## src/rtl/frame_pkg.sv

```systemverilog
// -----------------------------------------------------------------------------
// frame_pkg
// Shared definitions for the double-buffered frame store. The readout datapath
// decodes the same 5-bit state codes, so they live here rather than in the
// controller.
//   frame_state_e          : 5-bit state code driven on oState
//   DEFAULT_SCREEN_WIDTH   : pixels per row used for watchdog sizing
//   DEFAULT_SCREEN_HEIGHT  : rows per frame used for watchdog sizing
// -----------------------------------------------------------------------------
package frame_pkg;

    localparam int DEFAULT_SCREEN_WIDTH  = 320;
    localparam int DEFAULT_SCREEN_HEIGHT = 240;

    typedef enum logic [4:0] {
        IDLE               = 5'd0,
        CHANGE_STATE0      = 5'd9,
        CHANGE_STATE0_LOAD = 5'd10,
        CHANGE_STATE1      = 5'd11,
        CHANGE_STATE1_LOAD = 5'd12,
        CLEAR_RESET_WAIT0  = 5'd13,
        CLEAR_RESET_SLOT0  = 5'd14,
        CLEAR_RESET_WAIT1  = 5'd15,
        CLEAR_RESET_SLOT1  = 5'd16
    } frame_state_e;

endpackage

```

## src/rtl/frame_swap_req_latch.sv

```systemverilog
// -----------------------------------------------------------------------------
// frame_swap_req_latch
// Holds the swap and clear requests until the controller can serve them.
// Repeated requests merge into one pending flag. Swap wins over clear, and
// neither is served while the drawing engine is mid-primitive.
//   clk_i, reset_i      : clock, synchronous active-high reset
//   swapReq_i           : swap request pulse
//   clearReq_i          : clear request pulse
//   autoClearSet_i      : controller queues a clear after a completed swap
//   idle_i              : controller is in IDLE and can start a sequence
//   drawBusy_i          : drawing engine is mid-primitive
//   enterSwap_o         : start the swap sequence at the next edge
//   enterClear_o        : start the clear sequence at the next edge
//   swapPendNext_o      : swap pending flag value after the next edge
//   clearPendNext_o     : clear pending flag value after the next edge
// -----------------------------------------------------------------------------
module frame_swap_req_latch
    import frame_pkg::*;
(
    input  logic clk_i,
    input  logic reset_i,
    input  logic swapReq_i,
    input  logic clearReq_i,
    input  logic autoClearSet_i,
    input  logic idle_i,
    input  logic drawBusy_i,
    output logic enterSwap_o,
    output logic enterClear_o,
    output logic swapPendNext_o,
    output logic clearPendNext_o
);

    logic swapPend_q, swapPend_d;
    logic clearPend_q, clearPend_d;

    // A flag is consumed on the cycle its sequence starts. A request that
    // arrives in that same cycle is a new request and stays pending.
    always_comb begin
        enterSwap_o  = idle_i && swapPend_q && !drawBusy_i;
        enterClear_o = idle_i && clearPend_q && !swapPend_q && !drawBusy_i;
        swapPend_d   = swapReq_i | (swapPend_q & ~enterSwap_o);
        clearPend_d  = clearReq_i | autoClearSet_i | (clearPend_q & ~enterClear_o);
        swapPendNext_o  = swapPend_d;
        clearPendNext_o = clearPend_d;
    end

    always_ff @(posedge clk_i) begin
        if (reset_i) begin
            swapPend_q  <= 1'b0;
            clearPend_q <= 1'b0;
        end else begin
            swapPend_q  <= swapPend_d;
            clearPend_q <= clearPend_d;
        end
    end

endmodule

```

## src/rtl/frame_swap_ctrl.sv

```systemverilog
// -----------------------------------------------------------------------------
// frame_swap_ctrl
// Sequences the double-buffered frame-store readout: swaps the displayed
// buffer after a full load and schedules clears of the back buffer. The back
// buffer is always ~oFrontBuf; the drawing engine owns it only while idle.
// Optional macro FRAME_SWAP_TIMEOUT_EN adds a watchdog on the LOAD and SLOT
// waits; without it the FSM waits indefinitely and oTimeout stays 0.
//   iClk, iReset  : clock, synchronous active-high reset
//   iSwapReq      : pulse, display the current back buffer
//   iClearReq     : pulse, clear the current back buffer
//   iDrawBusy     : drawing engine is mid-primitive
//   iLoadDone     : readout datapath finished a frame
//   iClearDone    : clear engine finished
//   oState        : current state code for the readout datapath
//   oFrontBuf     : buffer currently displayed
//   oDrawGrant    : drawing engine may start a new primitive
//   oClearStart   : one-cycle pulse starting the clear engine
//   oBusy         : FSM not in IDLE
//   oTimeout      : one-cycle pulse on watchdog abort
// -----------------------------------------------------------------------------
module frame_swap_ctrl
    import frame_pkg::*;
#(
    parameter int SCREEN_WIDTH   = DEFAULT_SCREEN_WIDTH,
    parameter int SCREEN_HEIGHT  = DEFAULT_SCREEN_HEIGHT,
    parameter int AUTO_CLEAR     = 1,
    parameter int TIMEOUT_CYCLES = 2*SCREEN_WIDTH*SCREEN_HEIGHT+64
)(
    input  logic       iClk,
    input  logic       iReset,
    input  logic       iSwapReq,
    input  logic       iClearReq,
    input  logic       iDrawBusy,
    input  logic       iLoadDone,
    input  logic       iClearDone,
    output logic [4:0] oState,
    output logic       oFrontBuf,
    output logic       oDrawGrant,
    output logic       oClearStart,
    output logic       oBusy,
    output logic       oTimeout
);

    // A watchdog that fires immediately would make every sequence abort.
    if (TIMEOUT_CYCLES < 1) begin : gBadTimeout
        $error("frame_swap_ctrl: TIMEOUT_CYCLES must be at least 1");
    end

    frame_state_e state_q, state_d;
    logic front_q, front_d;
    logic grant_q, grant_d;
    logic clearStart_q, clearStart_d;
    logic busy_q, busy_d;
    logic timeout_q, timeout_d;
    logic autoClearSet;
    logic enterSwap, enterClear, swapPendNext, clearPendNext;

`ifdef FRAME_SWAP_TIMEOUT_EN
    localparam int TW = $clog2(TIMEOUT_CYCLES + 1);
    localparam logic [TW-1:0] TIMEOUT_LAST = TW'(TIMEOUT_CYCLES - 1);
    logic [TW-1:0] timer_q, timer_d;
    logic inTimedState;
`endif

    frame_swap_req_latch uReqLatch (
        .clk_i           (iClk),
        .reset_i         (iReset),
        .swapReq_i       (iSwapReq),
        .clearReq_i      (iClearReq),
        .autoClearSet_i  (autoClearSet),
        .idle_i          (state_q == IDLE),
        .drawBusy_i      (iDrawBusy),
        .enterSwap_o     (enterSwap),
        .enterClear_o    (enterClear),
        .swapPendNext_o  (swapPendNext),
        .clearPendNext_o (clearPendNext)
    );

    // Next-state logic. The sequence target is the back buffer, i.e. the
    // complement of the front buffer at the moment the sequence is entered.
    always_comb begin
        state_d      = state_q;
        front_d      = front_q;
        clearStart_d = 1'b0;
        timeout_d    = 1'b0;
        autoClearSet = 1'b0;
        case (state_q)
            IDLE: begin
                if (enterSwap) begin
                    state_d = front_q ? CHANGE_STATE0 : CHANGE_STATE1;
                end else if (enterClear) begin
                    state_d = front_q ? CLEAR_RESET_WAIT0 : CLEAR_RESET_WAIT1;
                end
            end
            CHANGE_STATE0: state_d = CHANGE_STATE0_LOAD;
            CHANGE_STATE1: state_d = CHANGE_STATE1_LOAD;
            CHANGE_STATE0_LOAD, CHANGE_STATE1_LOAD: begin
                if (iLoadDone) begin
                    front_d      = (state_q == CHANGE_STATE1_LOAD);
                    state_d      = IDLE;
                    autoClearSet = (AUTO_CLEAR != 0);
                end
            end
            CLEAR_RESET_WAIT0: begin
                state_d      = CLEAR_RESET_SLOT0;
                clearStart_d = 1'b1;
            end
            CLEAR_RESET_WAIT1: begin
                state_d      = CLEAR_RESET_SLOT1;
                clearStart_d = 1'b1;
            end
            CLEAR_RESET_SLOT0, CLEAR_RESET_SLOT1: begin
                if (iClearDone) begin
                    state_d = IDLE;
                end
            end
            default: state_d = IDLE;
        endcase

`ifdef FRAME_SWAP_TIMEOUT_EN
        // A completion arriving on the last allowed cycle still wins.
        inTimedState = (state_q == CHANGE_STATE0_LOAD) || (state_q == CHANGE_STATE1_LOAD) ||
                       (state_q == CLEAR_RESET_SLOT0)  || (state_q == CLEAR_RESET_SLOT1);
        if (inTimedState && (state_d == state_q) && (timer_q == TIMEOUT_LAST)) begin
            state_d   = IDLE;
            timeout_d = 1'b1;
        end
        timer_d = (inTimedState && (state_d == state_q)) ? timer_q + 1'b1 : '0;
`endif

        grant_d = (state_d == IDLE) && !swapPendNext && !clearPendNext;
        busy_d  = (state_d != IDLE);
    end

    always_ff @(posedge iClk) begin
        if (iReset) begin
            state_q      <= IDLE;
            front_q      <= 1'b0;
            grant_q      <= 1'b0;
            clearStart_q <= 1'b0;
            busy_q       <= 1'b0;
            timeout_q    <= 1'b0;
        end else begin
            state_q      <= state_d;
            front_q      <= front_d;
            grant_q      <= grant_d;
            clearStart_q <= clearStart_d;
            busy_q       <= busy_d;
            timeout_q    <= timeout_d;
        end
    end

`ifdef FRAME_SWAP_TIMEOUT_EN
    always_ff @(posedge iClk) begin
        if (iReset) begin
            timer_q <= '0;
        end else begin
            timer_q <= timer_d;
        end
    end
`endif

    assign oState      = state_q;
    assign oFrontBuf   = front_q;
    assign oDrawGrant  = grant_q;
    assign oClearStart = clearStart_q;
    assign oBusy       = busy_q;
    assign oTimeout    = timeout_q;

endmodule

```

## config.mk

```make
export PLATFORM = sky130hd
export DESIGN_NAME = frame_swap_ctrl
export DESIGN_NICKNAME = d
export VERILOG_FILES = /design/src/rtl/frame_pkg.sv /design/src/rtl/frame_swap_req_latch.sv /design/src/rtl/frame_swap_ctrl.sv
export SDC_FILE = /design/constraint.sdc
export NUM_CORES = 1
export LEC_CHECK = 0
export ABC_AREA = 1
export CAP_MARGIN = 10
export CELL_PAD_IN_SITES_DETAIL_PLACEMENT = 1
export CELL_PAD_IN_SITES_GLOBAL_PLACEMENT = 1
export CORE_MARGIN = 3
export CORE_UTILIZATION = 33
export CTS_CLUSTER_SIZE = 10
export DETAILED_ROUTE_END_ITERATION = 6
export PLACE_DENSITY = 0.86
export SYNTH_ARGS = -nofsm -noshare
export SYNTH_HDL_FRONTEND = slang
export SYNTH_SLANG_ARGS = --single-unit
```

## constraint.sdc

```tcl
create_clock -name iClk -period 2.6 [get_ports iClk]
set_input_delay 0.65 -clock iClk [delete_from_list [all_inputs] [get_ports iClk]]
set_output_delay 0.65 -clock iClk [all_outputs]
set_load 0.05 [all_outputs]
```

---- Word level (Yosys, flattened, before mapping) ----
Cells that the tools add are included.
word-level totals
  output and inout port bits .............. 10
  register bits ........................... 11
  logic and storage cells ................. 50
  input bits .............................. 7
cells by class
  mux-type cells .......................... 10
  equality and inequality tests ........... 8
  reduce and logical (&&, ||, !) cells .... 18
  bitwise gates (word level) .............. 7
operator list
  cell                count
  $eq 5x4->1 const B  7
  $pmux 5 s7          1
  $mux 5              4
  $logic_not 5->1     2
  $logic_and 1x1->1   7
  $reduce_or 2->1     3
  $eq 5x5->1 const B  1
  $reduce_bool 5->1   1
  $logic_not 1->1     4
  $mux 2              2
  $mux 1              3
  $or 1x1->1          3
  $and 1x1->1         2
  $not 1->1           2
  $reduce_and 2->1    1

---- Longest topological paths before layout ----
  depth after elaboration ................. 10
  gate-level depth with buffers ........... 10
  depth with buffers taken out ............ 10

---- By module ----
A second synthesis with hierarchy kept.
unflattened totals
  cells, all modules ...................... 93
  area total of the unflattened synthesis .. 584.3 sq um
modules (own cells, without submodules)
  module                area each (sq um)  cells each  sequential area each (sq um)  times used
  frame_swap_ctrl       471.7              77          180.2                         1
  frame_swap_req_latch  112.6              16          40.0                          1

---- Least setup slack after synthesis ----
OpenSTA, ideal clock, no wires.
  path kind ............................... reg-to-reg
  start ................................... register state_q[1] (netlist: oState[1])
  end ..................................... register busy_q (netlist: oBusy)
  buffers on the path ..................... 1
  arrival time ............................ 1460 ps
  slack ................................... 1032 ps
  library setup time ...................... 109 ps
  stages on the path, launching flop included .. 11
  clock period less this slack ............ 1568 ps
  data required time ...................... 2491 ps
  cell sequence ........................... dfxtp_1 buf_6 nor2_4 nand2_2 nor2_4 nand2_1 nand2_1 nor2_2 nand3_2 nand2_1 inv_1
on the way
  word-level cells in the longest chain between the ends .. 8
  elaborated cells between the ends (all ways) .. 22
  those cells by class .................... eq/ne (8); mux (5); reduce/logical (9)
RTL lines
  item                            line                                          source
  start: declaration              frame_swap_ctrl.sv:49                         frame_state_e state_q, state_d;
  start signal: assignment        frame_swap_ctrl.sv:144                        state_q <= state_d;
  $logic_not 5->1                 frame_swap_ctrl.sv:71, frame_swap_ctrl.sv:87
  $logic_and 1x1->1 (3 in a row)  frame_swap_req_latch.sv:40                    enterClear_o = idle_i && clearPend_q && !swapPend_q && !drawBusy_i;
  $mux 5                          frame_swap_ctrl.sv:91                         end else if (enterClear) begin
  $mux 5                          frame_swap_ctrl.sv:89                         if (enterSwap) begin
  $pmux 5 s7 *                    frame_swap_ctrl.sv:87                         case (state_q)
  $reduce_bool 5->1 *             frame_swap_ctrl.sv:132                        busy_d = (state_d != IDLE);
  end signal: assignment          frame_swap_ctrl.sv:148                        busy_q <= busy_d;
  end: declaration                frame_swap_ctrl.sv:53                         logic busy_q, busy_d;
Every way passes the cells marked *; elsewhere a longest branch is shown, timed or not.
A chain may end at the register's enable or synchronous reset.

---- Final worst setup path ----
  start ................................... register state_q[1] (netlist: oState[1])
  end ..................................... output oState[1]
RTL lines
  item              line                   source
  end: declaration  frame_swap_ctrl.sv:36  output logic [4:0] oState,
No word-level cell between the ends.

==> reports/qor.yml <==
post-route-min-period_ns: 2.32
synthXorXnorAreaFrac_pct: 0
crit_cells: 1
end_kind: "output port"
tns_ns: 0
synthesis.nets: 103
cts_hold_buf: 0
htree_levels: 1
yosysWarnings: 0
finClkSkew_ns: 0.00389
slowest_delay_ns: 0.87
post-place-ws_ns: 0.583
grt_max_degree: 11
hp-class: "register to register"
cts_tree: "built"
grt-ovfl-total: 0
synth-simple-area-share_pct: 42.0
avgSynthCellArea_um2: 6.40
synth_top_cell_area_share_pct: 35.8
drv_cap: 0
fillers: 221
chipHeight_um: 49.1
cts_buffers: 3
ir_worst_vdd_mv: 0.313
clkLatencyLatePin_ns: 0.27
critPathMaxFanout: 9
ios: 17
cts_resized: 0
p_leak_nw: 0.375
drive_above_1_share_pct: 8.93
place.gp.congestion: 0.907
whs_ns: 0.509
tightest_slew_ns: 0.500
fin_crit_sh_pct: 89.1
drt-initial-drc-count: 11
setup_slack_ns: 0.284
clock-sinks: 11
grt_pass1_wl_mm: 2.66
required_ns: 1.95
viasPerCell: 4.71
cts_root_buffer: "clkbuf_4"
drc: 0
crit_type: "register to output port"
cts_setup_buffers: 0
r2r_cells: 9
synth_mux_area_share_pct: 0
rows: 14
wirelength_mm: 1.61
syn-cell-area_um2: 614
outcome: "finished, final reports clean"
yosysSeqAreaShare_pct: 35.8
synth_top_area_cell: "dfxtp_1"
rrSetupSlack_ns: 1.20
via_count: 640
antenna_found_initial: 0
dp_hpwl_mm: 1.30
synth_top_family_by_area: "simple AND/OR/NAND/NOR gates"
finalSetupViolCount: 0
cp_slowest_cell: "clkdlybuf4s50_1"
grtUsageTotal_pct: 14.4
multi_input_area_um2: 309
portBuffers: 15
firstDrtPassIters: 4
ant_nets: 0
min_from: "oFrontBuf"
synth_cell_types: 19
r2r_start: "oState[1]"
grt_pass1_vias: 632
timing.rr.end: "oBusy"
slew_headroom_pct: 66.6
cts_buffer_depth: 2
drv_slew: 0
die_w_um: 49.1
cts.clk_slew.worst_paths_ns: 0.07
seq_area_um2: 220
powerDensity_nw_per_um2: 557
synth-compound-area-share_pct: 7.74
hold_viol: 0
critPathArrivalTime_ns: 1.67
n_antenna_cell: 0
max_freq_mhz: 432
synth_fa_ha_area_share_pct: 0
grt_setup_unrepaired: "false"
start_util_pct: 37.7
wl_per_cell_um: 11.8
layout.cells.most_common: "nand2_1"
fin_nets: 120
crit_path_start_kind: "register"
final_cell_mix: "nand2_1 (23), inv_1 (15), clkdlybuf4s50_1 (15)"
core_area_um2: 1630
syn_to_final_growth_pct: 29.7
syn_inst: 96
synth_area_leaders: "dfxtp_1 (36%), nand2_1 (14%), inv_1 (9.2%)"
dieArea_um2: 2420
cp_cell_sequence: "clkdlybuf4s50_1"
worst_hold_path.num_cells: 2
worst-path-buf-inv: 1
crit_family: "buffers and inverters"
ys_ff_latch: 11
worstHoldEndpoint: "oFrontBuf"
layer usage:
layer / GRT usage (%) / routed length [um] / up-vias
met1: 16.6 / 727 / 294
met2: 24.6 / 771 / 14
met3: 3.36 / 74 / 4
met5: 0 / 0 / -
li1: - / - / 328
met4: 7.11 / 34 / 0
sequential cells by signal, indices dropped and copies added (netlist names):
register,count
oBusy,1
oClearStart,1
oDrawGrant,1
oFrontBuf,1
oState,5
uReqLatch.clearPend_q,1
uReqLatch.swapPend_q,1
cells in the mapped netlist:
| master | instances |
|---|---|
| nand3_2 | 1 |
| nor2_4 | 2 |
| dfxtp_1 | 11 |
| nand2_2 | 2 |
| o21ai_0 | 2 |
| clkinv_2 | 1 |
| nor2_2 | 1 |
| a21boi_0 | 1 |
| nor2_1 | 14 |
| buf_2 | 1 |
| buf_4 | 1 |
| nand2_1 | 23 |
| conb_1 | 1 |
| nor3_1 | 1 |
| buf_6 | 1 |
| a21oi_1 | 6 |
| inv_1 | 15 |
| nand4_1 | 2 |
| nand3_1 | 10 |
through the flow:
step	util (%)	cell area, um2	total power [W]	std cells
2_1_floorplan	-	614	0.000290	96
4_1_cts	48.9	797	0.000448	136
5_1_grt	48.9	797	0.000469	136
3_3_place_gp	47.3	771	0.000324	132
3_5_place_dp	47.3	771	0.000328	132
6_report	48.9	797	0.000444	136
cell type report:
class / instances / share of cell area [%]
clock buffer: 4 / 3.30
inverter: 16 / 7.69
multi-input combinational: 66 / 38.8
sequential: 11 / 27.6
tap: 24 / 3.77
timing repair buffer: 15 / 18.8
how the worst max path moves through the flow:
stage | startpoint | endpoint | slack, ns
global route | oState[1] | oState[1] | 0.21
finish | oState[1] | oState[1] | 0.28
global placement | oState[1] | oState[1] | 0.60
CTS | oState[1] | oState[1] | 0.28
detailed placement | oState[1] | oState[1] | 0.58
floorplan | oState[1] | oBusy | 1.03
report_power, final:
group	switching, W	internal (W)
sequential	0.0000162	0.000180
clock	0.0000608	0.0000595
combinational	0.0000831	0.0000446
cell families (layout without fill, tap and decap cells):
logic type / count (synthesis) / after routing
simple gates: 56 / 56
compound gates: 9 / 9
flops: 11 / 11
buf+inv: 19 / 35
other cells: 1 / 1
No activity file was read; power rests on OpenSTA's default activity.
